$ cat config.mk
export PLATFORM = sky130hd
export DESIGN_NAME = multiply_serial
export DESIGN_NICKNAME = d
export VERILOG_FILES = /design/src/rtl/multiply_serial.sv
export SDC_FILE = /design/constraint.sdc
export NUM_CORES = 1
export LEC_CHECK = 0
export ABC_CLOCK_PERIOD_IN_PS = 8500
export BUFFER_PORTS_ARGS = -buffer_cell sky130_fd_sc_hd__buf_2
export CORE_UTILIZATION = 63
export CTS_CLUSTER_DIAMETER = 80
export CTS_CLUSTER_SIZE = 16
export DETAILED_ROUTE_END_ITERATION = 10
export PLACE_DENSITY_LB_ADDON = 0.08
export SYNTH_ARGS = -nofsm -noshare
export SYNTH_HDL_FRONTEND = slang
export SYNTH_SLANG_ARGS = --single-unit
$ cat constraint.sdc
create_clock -name clk -period 8.5 [get_ports clk]
set_input_delay 0 -clock clk [delete_from_list [all_inputs] [get_ports clk]]
set_output_delay 0 -clock clk [all_outputs]
set_load 0.005 [all_outputs]
$ cat src/rtl/multiply_serial.sv
// ---------------------------------------------------------------------------
// multiply_serial
//   Rebuilds the dividend a = c * b from an unsigned I8F8 quotient c and an
//   unsigned I8F0 divisor b, rounded (half up) and saturated to I8F0.
//   Serial shift-add core: one divisor bit is consumed per cycle, so one
//   operation takes DATA_WD busy cycles plus one DONE cycle.
//
// Ports
//   clk      in   1                 clock, all logic on posedge
//   rstn     in   1                 synchronous reset, active-low
//   val_i    in   1                 operand valid, accepted when val_i & rdy_o
//   dat_c_i  in   DATA_WD+FRAC_WD   quotient c, unsigned I8F8
//   dat_b_i  in   DATA_WD           divisor b, unsigned I8F0
//   rdy_o    out  1                 ready for a new operand pair
//   val_o    out  1                 one-cycle pulse, result valid
//   dat_a_o  out  DATA_WD           rounded, saturated product, I8F0
//   sat_o    out  1                 product saturated (qualified by val_o)
// ---------------------------------------------------------------------------
module multiply_serial #(
  parameter int DATA_WD = 8,
  parameter int FRAC_WD = 8
) (
  input  logic                       clk,
  input  logic                       rstn,
  input  logic                       val_i,
  input  logic [DATA_WD+FRAC_WD-1:0] dat_c_i,
  input  logic [DATA_WD-1:0]         dat_b_i,
  output logic                       rdy_o,
  output logic                       val_o,
  output logic [DATA_WD-1:0]         dat_a_o,
  output logic                       sat_o
);

  // Full exact product c*b: I16F8 for the default widths.
  localparam int ACC_WD = 2*DATA_WD + FRAC_WD;
  localparam int CNT_WD = (DATA_WD > 1) ? $clog2(DATA_WD) : 1;

  localparam logic [CNT_WD-1:0] CNT_LAST = CNT_WD'(DATA_WD - 1);
  // Half of one output LSB, added before truncating the fraction.
  localparam logic [ACC_WD:0]   HALF_LSB = {{ACC_WD{1'b0}}, 1'b1} << (FRAC_WD - 1);
  localparam logic [ACC_WD:0]   OUT_MAX  = {{(ACC_WD+1-DATA_WD){1'b0}}, {DATA_WD{1'b1}}};

  typedef enum logic [1:0] {
    ST_IDLE = 2'd0,
    ST_BUSY = 2'd1,
    ST_DONE = 2'd2
  } state_t;

  state_t                state_r;
  logic [ACC_WD-1:0]     acc_r;
  logic [ACC_WD-1:0]     c_sh_r;
  logic [DATA_WD-1:0]    b_sh_r;
  logic [CNT_WD-1:0]     cnt_r;
  logic [ACC_WD-1:0]     acc_next_s;

  // Round half up and saturate the exact product; returns {sat, data}.
  // The rounded value is compared at full width so any carry past the
  // output range is seen as saturation.
  function automatic logic [DATA_WD:0] round_sat(input logic [ACC_WD-1:0] prod);
    logic [ACC_WD:0] rnd;
    logic [DATA_WD:0] res;
    rnd = ({1'b0, prod} + HALF_LSB) >> FRAC_WD;
    if (rnd > OUT_MAX) begin
      res = {1'b1, {DATA_WD{1'b1}}};
    end else begin
      res = {1'b0, rnd[DATA_WD-1:0]};
    end
    return res;
  endfunction

  // Accumulator after the current iteration's conditional add.
  always_comb begin
    acc_next_s = acc_r;
    if (b_sh_r[0]) begin
      acc_next_s = acc_r + c_sh_r;
    end else begin
      acc_next_s = acc_r;
    end
  end

  // Control FSM, shift-add datapath and registered outputs.
  always_ff @(posedge clk) begin
    if (!rstn) begin
      state_r <= ST_IDLE;
      acc_r   <= {ACC_WD{1'b0}};
      c_sh_r  <= {ACC_WD{1'b0}};
      b_sh_r  <= {DATA_WD{1'b0}};
      cnt_r   <= {CNT_WD{1'b0}};
      rdy_o   <= 1'b1;
      val_o   <= 1'b0;
      dat_a_o <= {DATA_WD{1'b0}};
      sat_o   <= 1'b0;
    end else begin
      case (state_r)
        // DONE accepts like IDLE so back-to-back operation loses no cycle.
        ST_IDLE, ST_DONE: begin
          val_o <= 1'b0;
          if (val_i) begin
            c_sh_r  <= {{DATA_WD{1'b0}}, dat_c_i};
            b_sh_r  <= dat_b_i;
            acc_r   <= {ACC_WD{1'b0}};
            cnt_r   <= {CNT_WD{1'b0}};
            state_r <= ST_BUSY;
            rdy_o   <= 1'b0;
          end else begin
            state_r <= ST_IDLE;
            rdy_o   <= 1'b1;
          end
        end
        ST_BUSY: begin
          acc_r  <= acc_next_s;
          c_sh_r <= c_sh_r << 1;
          b_sh_r <= b_sh_r >> 1;
          cnt_r  <= cnt_r + CNT_WD'(1);
          if (cnt_r == CNT_LAST) begin
            // Last bit: the result uses the accumulator including this add.
            state_r            <= ST_DONE;
            rdy_o              <= 1'b1;
            val_o              <= 1'b1;
            {sat_o, dat_a_o}   <= round_sat(acc_next_s);
          end else begin
            state_r <= ST_BUSY;
            rdy_o   <= 1'b0;
            val_o   <= 1'b0;
          end
        end
        default: begin
          state_r <= ST_IDLE;
          rdy_o   <= 1'b1;
          val_o   <= 1'b0;
        end
      endcase
    end
  end

endmodule

======== Yosys cells after proc, flatten, opt, wreduce, memory -nomap -nowiden ========
Cells that the tools add are included.
operators by class
  add/subtract/negate cells ............... 3
  magnitude comparators ................... 1
  eq/ne operators ......................... 4
  multiplexer cells ....................... 16
  reduce and logical (&&, ||, !) cells .... 6
operator list
  operator                                                                           count
  24-bit one-hot mux with 2 select lines                                             2
  24-bit two-way mux                                                                 3
  24-bit by 8-bit adder with 25-bit output (second input constant)                   1
  24-bit adder                                                                       1
  17-bit by 8-bit greater-than comparator with 1-bit output (second input constant)  1
  8-bit one-hot mux with 2 select lines                                              1
  9-bit two-way mux                                                                  1
  8-bit two-way mux                                                                  1
  3-bit one-hot mux with 2 select lines                                              1
  2-bit AND reduction                                                                3
  2-bit one-hot mux with 2 select lines                                              1
  3-bit by 1-bit adder with 3-bit output (second input constant)                     1
  3-bit == test (second input constant)                                              1
  1-bit two-way mux                                                                  3
  3-bit two-way mux                                                                  1
  2-bit by 1-bit == test with 1-bit output (second input constant)                   1
  2-bit == test (second input constant)                                              1
  2-bit zero test                                                                    1
  2-bit two-way mux                                                                  1
  2-bit inequality test (second input constant)                                      1
  1-bit one-hot mux with 2 select lines                                              1
  2-bit nonzero test                                                                 1
  2-bit OR reduction                                                                 1
storage, ports and cells
  bits in registers ....................... 72
  output and inout port bits .............. 11
  logic and storage cells ................. 39

======== Logic depth before layout (Yosys ltp) ========
  depth after elaboration ................. 5
  mapped depth ............................ 16
  gate-level depth less buffers ........... 14

======== Least setup slack after synthesis ========
Ideal clock, no wire load.
  path kind ............................... flip-flop to flip-flop
  start ................................... register acc_r[0]
  end ..................................... register dat_a_o[0]
  library setup time ...................... 0.133 ns
  arrival ................................. 3.780 ns
  path slack .............................. 4.586 ns
  cell stages (with the launch flop) ...... 16
  path buffers ............................ 1
  period minus slack after synthesis ...... 3.914 ns
  path through ............................ dfxtp_1 > ha_1 > fa_1 > a211oi_2 > o21ai_4 > mux2i_1 > o21bai_1 > ha_1 > nand3_1 > or3b_1 > clkbuf_2 > or4_4 > nor4_2 > a2bb2oi_1 > nor4_4 > a21oi_1
on the way
  word-level cells in the longest chain between the ends .. 5
RTL lines
  element                                                    line  text
  from (decl)                                                50    logic [ACC_WD-1:0] acc_r;
  from (signal assigned)                                     85    acc_r <= {ACC_WD{1'b0}};
  from (signal assigned)                                     101   acc_r <= {ACC_WD{1'b0}};
  from (signal assigned)                                     111   acc_r <= acc_next_s;
  24-bit adder                                               75    acc_next_s = acc_r + c_sh_r;
  24-bit two-way mux *                                       74    if (b_sh_r[0]) begin
  24-bit by 8-bit adder with 25-bit output *                 62    rnd = ({1'b0, prod} + HALF_LSB) >> FRAC_WD;
  17-bit by 8-bit greater-than comparator with 1-bit output  63    if (rnd > OUT_MAX) begin
  9-bit two-way mux *                                        63
  to (signal assigned)                                       91    dat_a_o <= {DATA_WD{1'b0}};
  to (signal assigned)                                       120   {sat_o, dat_a_o} <= round_sat(acc_next_s);
  to (decl)                                                  30    output logic [DATA_WD-1:0] dat_a_o,
Mark *: on every way between the ends. The rest lies on a longest branch, timed or not.
A chain may end at the register's enable or synchronous reset.

======== Final worst setup path ========
  start ................................... register c_sh_r[0]
  end ..................................... register dat_a_o[6]
on the way
  word-level cells in the longest chain between the ends .. 5
RTL lines
  element                                                    line  text
  from (decl)                                                51    logic [ACC_WD-1:0] c_sh_r;
  from (signal assigned)                                     86    c_sh_r <= {ACC_WD{1'b0}};
  from (signal assigned)                                     99    c_sh_r <= {{DATA_WD{1'b0}}, dat_c_i};
  from (signal assigned)                                     112   c_sh_r <= c_sh_r << 1;
  24-bit adder *                                             75
  24-bit two-way mux *                                       74
  24-bit by 8-bit adder with 25-bit output *                 62
  17-bit by 8-bit greater-than comparator with 1-bit output  63
  9-bit two-way mux *                                        63
Marks and branches as above.

==> flow_summary.json <==
{
  "use_met3_pct": 7.29,
  "areaGrowthSynthToFinish_pct": 13.4,
  "muxShareOfSynthArea_pct": 2.42,
  "grt_max_degree": 72,
  "maxSlewViolCount": 0,
  "cts_tree": "done",
  "clk_pin_slew_ns": 0.08,
  "multi_input_area_um2": 3180,
  "wl_um": 13500,
  "cp-start-kind": "flip-flop",
  "finalCritPeriodShare_pct": 51.0,
  "antenna_found_initial": 0,
  "worstRegToRegCells": 14,
  "nNetsFinal": 693,
  "use_met2_pct": 56.1,
  "start_util_pct": 65.7,
  "fill_cells": 543,
  "grt_pass1_wl_um": 20900,
  "cts_max_level": 3,
  "cts_setup_buffers": 0,
  "synth_compound_area_share_pct": 28.2,
  "cts-buffers-inserted": 9,
  "total_power_mw": 0.819,
  "max-vdd-ir-drop_uv": 135,
  "hold_viol_final": 0,
  "crit_arrival_ns": 4.55,
  "synth-edff-count": 0,
  "ys_types": 65,
  "cp.depth": 14,
  "overflow": 0,
  "cpMostUsedCell": "ha_1",
  "diodes": 0,
  "netlist_area_um2": 4810,
  "drc": 0,
  "worstSetupPathType": "flip-flop to flip-flop",
  "grtUsageTotal_pct": 34.5,
  "row_count": 31,
  "cp_max_fo": 9,
  "core-area_um2": 7330,
  "root_buffer": "clkbuf_8",
  "dr.pass1.iters": 5,
  "min_path_type": "primary input to flip-flop",
  "p_comb_share_pct": 16.9,
  "period_needed_ns": 4.33,
  "grt_use_met1_pct": 45.7,
  "fmax_ghz": 0.231,
  "gr-max-usage-layer": "met2",
  "hold_start": "val_i",
  "p_sw_mw": 0.249,
  "synthSimpleGateAreaFrac_pct": 24.4,
  "synth_ff_type": "dfxtp_1",
  "synth.net_count": 658,
  "die_height_um": 89.4,
  "crit_chain": "ha_1 > fa_1 > a211oi_2 > o21ai_4 > mux2i_1 > o21bai_1 > ha_1 > nand3_1 > or3b_1 > or4_4 > nor4_2 > a2bb2oi_1 > nor4_4 > a21oi_1",
  "synthesis.instances": 604,
  "hold_depth": 3,
  "cpLargestDelayFamily": "simple AND/OR/NAND/NOR gates",
  "ys_ff_latch": 72,
  "seq_area_um2": 1440,
  "first_iter_violations": 367,
  "synth_xor_area_share_pct": 3.82,
  "crit_buf_inv": 0,
  "dp_hpwl_um": 9190,
  "skew_ns": 0.0144,
  "finalSetupTns_ns": 0,
  "clock-sinks": 72,
  "slowest_delay_ns": 0.59,
  "p_seq_share_pct": 44.7,
  "grt_pass1_vias": 4318,
  "cts_buffer_depth": 2,
  "synth_top_family_by_area": "compound AO/OA/AOI/OAI gates",
  "synth_area_per_cell_um2": 7.97,
  "power_density_nw_per_um2": 150,
  "io_pins": 38,
  "worstSkewPairLatency_ns": 0.36,
  "dieArea_um2": 7990,
  "leakage_nw": 2.14,
  "worst_setup_path_startpoint": "c_sh_r[0]$_SDFFE_PN0P_",
  "r2r-start": "c_sh_r[0]$_SDFFE_PN0P_",
  "worst_pin_slew_ns": 1.20,
  "gp_congestion": 0.895,
  "outcome": "finished clean",
  "avgRoutedWirePerCell_um": 18.2,
  "portBuffers": 37,
  "clkPwrFrac_pct": 38.5,
  "rsz0062_at_grt": "false",
  "yosys_warnings": 0,
  "drv_cap": 0,
  "crit_slowest_cell": "or4_4",
  "vias": 4806,
  "critical_path_required_ns": 8.72,
  "synth_adder_area_share_pct": 7.17,
  "internal_power_mw": 0.570,
  "setup_viol": 0,
  "ys_seq_area_share_pct": 29.9,
  "ys_async_sr_fraction_pct": 0,
  "slew_headroom_pct": 20.0,
  "drive_gt1_share_pct": 12.9,
  "die_w_um": 89.4,
  "p_sw_share_pct": 30.4,
  "via_per_inst": 6.47,
  "end_kind": "flip-flop",
  "postRouteAntennaNets": 0
}
-- sequential cells by signal (all words and copies together) (netlist names) --
signal,cells
dat_a_o,8
sat_o,1
rdy_o,1
acc_r,24
val_o,1
state_r,2
b_sh_r,8
c_sh_r,24
cnt_r,3
-- cell type report --
| class | count | area share (%) |
|---|---|---|
| Clock buffer | 10 | 2.34 |
| Inverter | 7 | 0.481 |
| Timing Repair Buffer | 66 | 8.48 |
| Clock inverter | 6 | 1.70 |
| Sequential cell | 72 | 26.4 |
| Multi-Input combinational cell | 483 | 58.3 |
| Tap cell | 99 | 2.27 |
-- synthesized netlist by cell type, drive strengths merged (4+ instances only) --
| cell type | number | area [um^2] |
|---|---|---|
| o211a | 4 | 40.0 |
| a21o | 5 | 38.8 |
| nand2b | 8 | 50.1 |
| mux2 | 5 | 56.3 |
| a21oi | 43 | 223 |
| a211o | 8 | 71.3 |
| buf | 11 | 50.0 |
| xnor2 | 14 | 123 |
| nand3 | 20 | 105 |
| and3 | 5 | 32.5 |
| a22oi | 25 | 188 |
| and2 | 16 | 100 |
| a31oi | 4 | 25.0 |
| o21a | 5 | 37.5 |
| ha | 26 | 325 |
| nor2 | 68 | 255 |
| clkbuf | 31 | 118 |
| nor2b | 33 | 206 |
| mux2i | 6 | 60.1 |
| nor4 | 6 | 65.1 |
| nand2 | 44 | 168 |
| o21ai | 42 | 225 |
| nand4 | 9 | 56.3 |
| o221ai | 23 | 201 |
| o211ai | 8 | 65.1 |
| inv | 6 | 22.5 |
| xor2 | 7 | 61.3 |
| a211oi | 6 | 60.1 |
| dfxtp | 72 | 1440 |
| nor3 | 13 | 65.1 |
-- layout by cell type, fill, tap and decap left out, drive strengths merged, types with 6 or more instances in the layout --
cell / n
dfxtp: 72
nor2: 68
nand2: 44
a21oi: 43
o21ai: 42
buf: 42
nor2b: 33
ha: 26
a22oi: 25
dlygate4sd3: 24
o221ai: 23
nand3: 20
and2: 16
xnor2: 14
nor3: 13
clkbuf: 10
nand4: 9
nand2b: 8
o211ai: 8
a211o: 8
xor2: 7
inv: 7
mux2i: 6
a211oi: 6
nor4: 6
-- metrics by stage --
stage / util, % / hold slack, ns / worst slack [ns] / instances / cell area (um^2)
final: 74.4 / 0.207 / 4.17 / 743 / 5460
after global routing: 74.4 / 0.200 / 3.93 / 743 / 5460
after CTS: 74.4 / 0.189 / 4.18 / 743 / 5460
after detailed placement: 68.2 / 0.285 / 4.21 / 703 / 5000
after global placement: 68.2 / 0.283 / 4.29 / 703 / 5000
after floorplan: - / 0.183 / 4.59 / 604 / 4810
-- worst min-delay path: cells and delay by family --
kind	cells	cell delay (ns)
AO/OA/AOI/OAI	1	0.22
AND/OR/NAND/NOR	1	0.17
buffers and inverters	1	0.11
-- power groups by stage --
stage          Sequential (mW)  Combinational (mW)  Clock, mW
2_1_floorplan            0.367              0.0949          0
3_3_place_gp             0.372               0.121          0
3_5_place_dp             0.373               0.124          0
4_1_cts                  0.365               0.133      0.313
5_1_grt                  0.367               0.150      0.327
6_report                 0.366               0.138      0.315
-- path summary, 6_finish.rpt --
check / end / slack [ns]
worst max-delay path: dat_a_o[6]$_SDFFE_PN0P_ / 4.17
worst max register to register: dat_a_o[6]$_SDFFE_PN0P_ / 4.17
worst min register to register: b_sh_r[3]$_SDFFE_PN0P_ / 0.48
worst min-delay path: rdy_o$_SDFF_PN1_ / 0.21
-- layer usage --
metal | wire (um) | share of wire, %
met3 | 840 | 6.2
met2 | 6470 | 48
met5 | 0 | 0
met1 | 6030 | 45
met4 | 202 | 1.5
-- cell families after synthesis --
kind of cell	Yosys count
multiplexers	11
adder cells (fa/ha/maj)	27
buffers and inverters	49
AO/OA/AOI/OAI	194
XOR/XNOR	21
AND/OR/NAND/NOR	230
flip-flops	72
-- what timing repair did --
action / in CTS / in global routing
hold buffers: 24 / 0
endpoints found under the hold margin: 24 / 0
resized for setup: 0 / 0
Power figures use the tool's default switching activity.
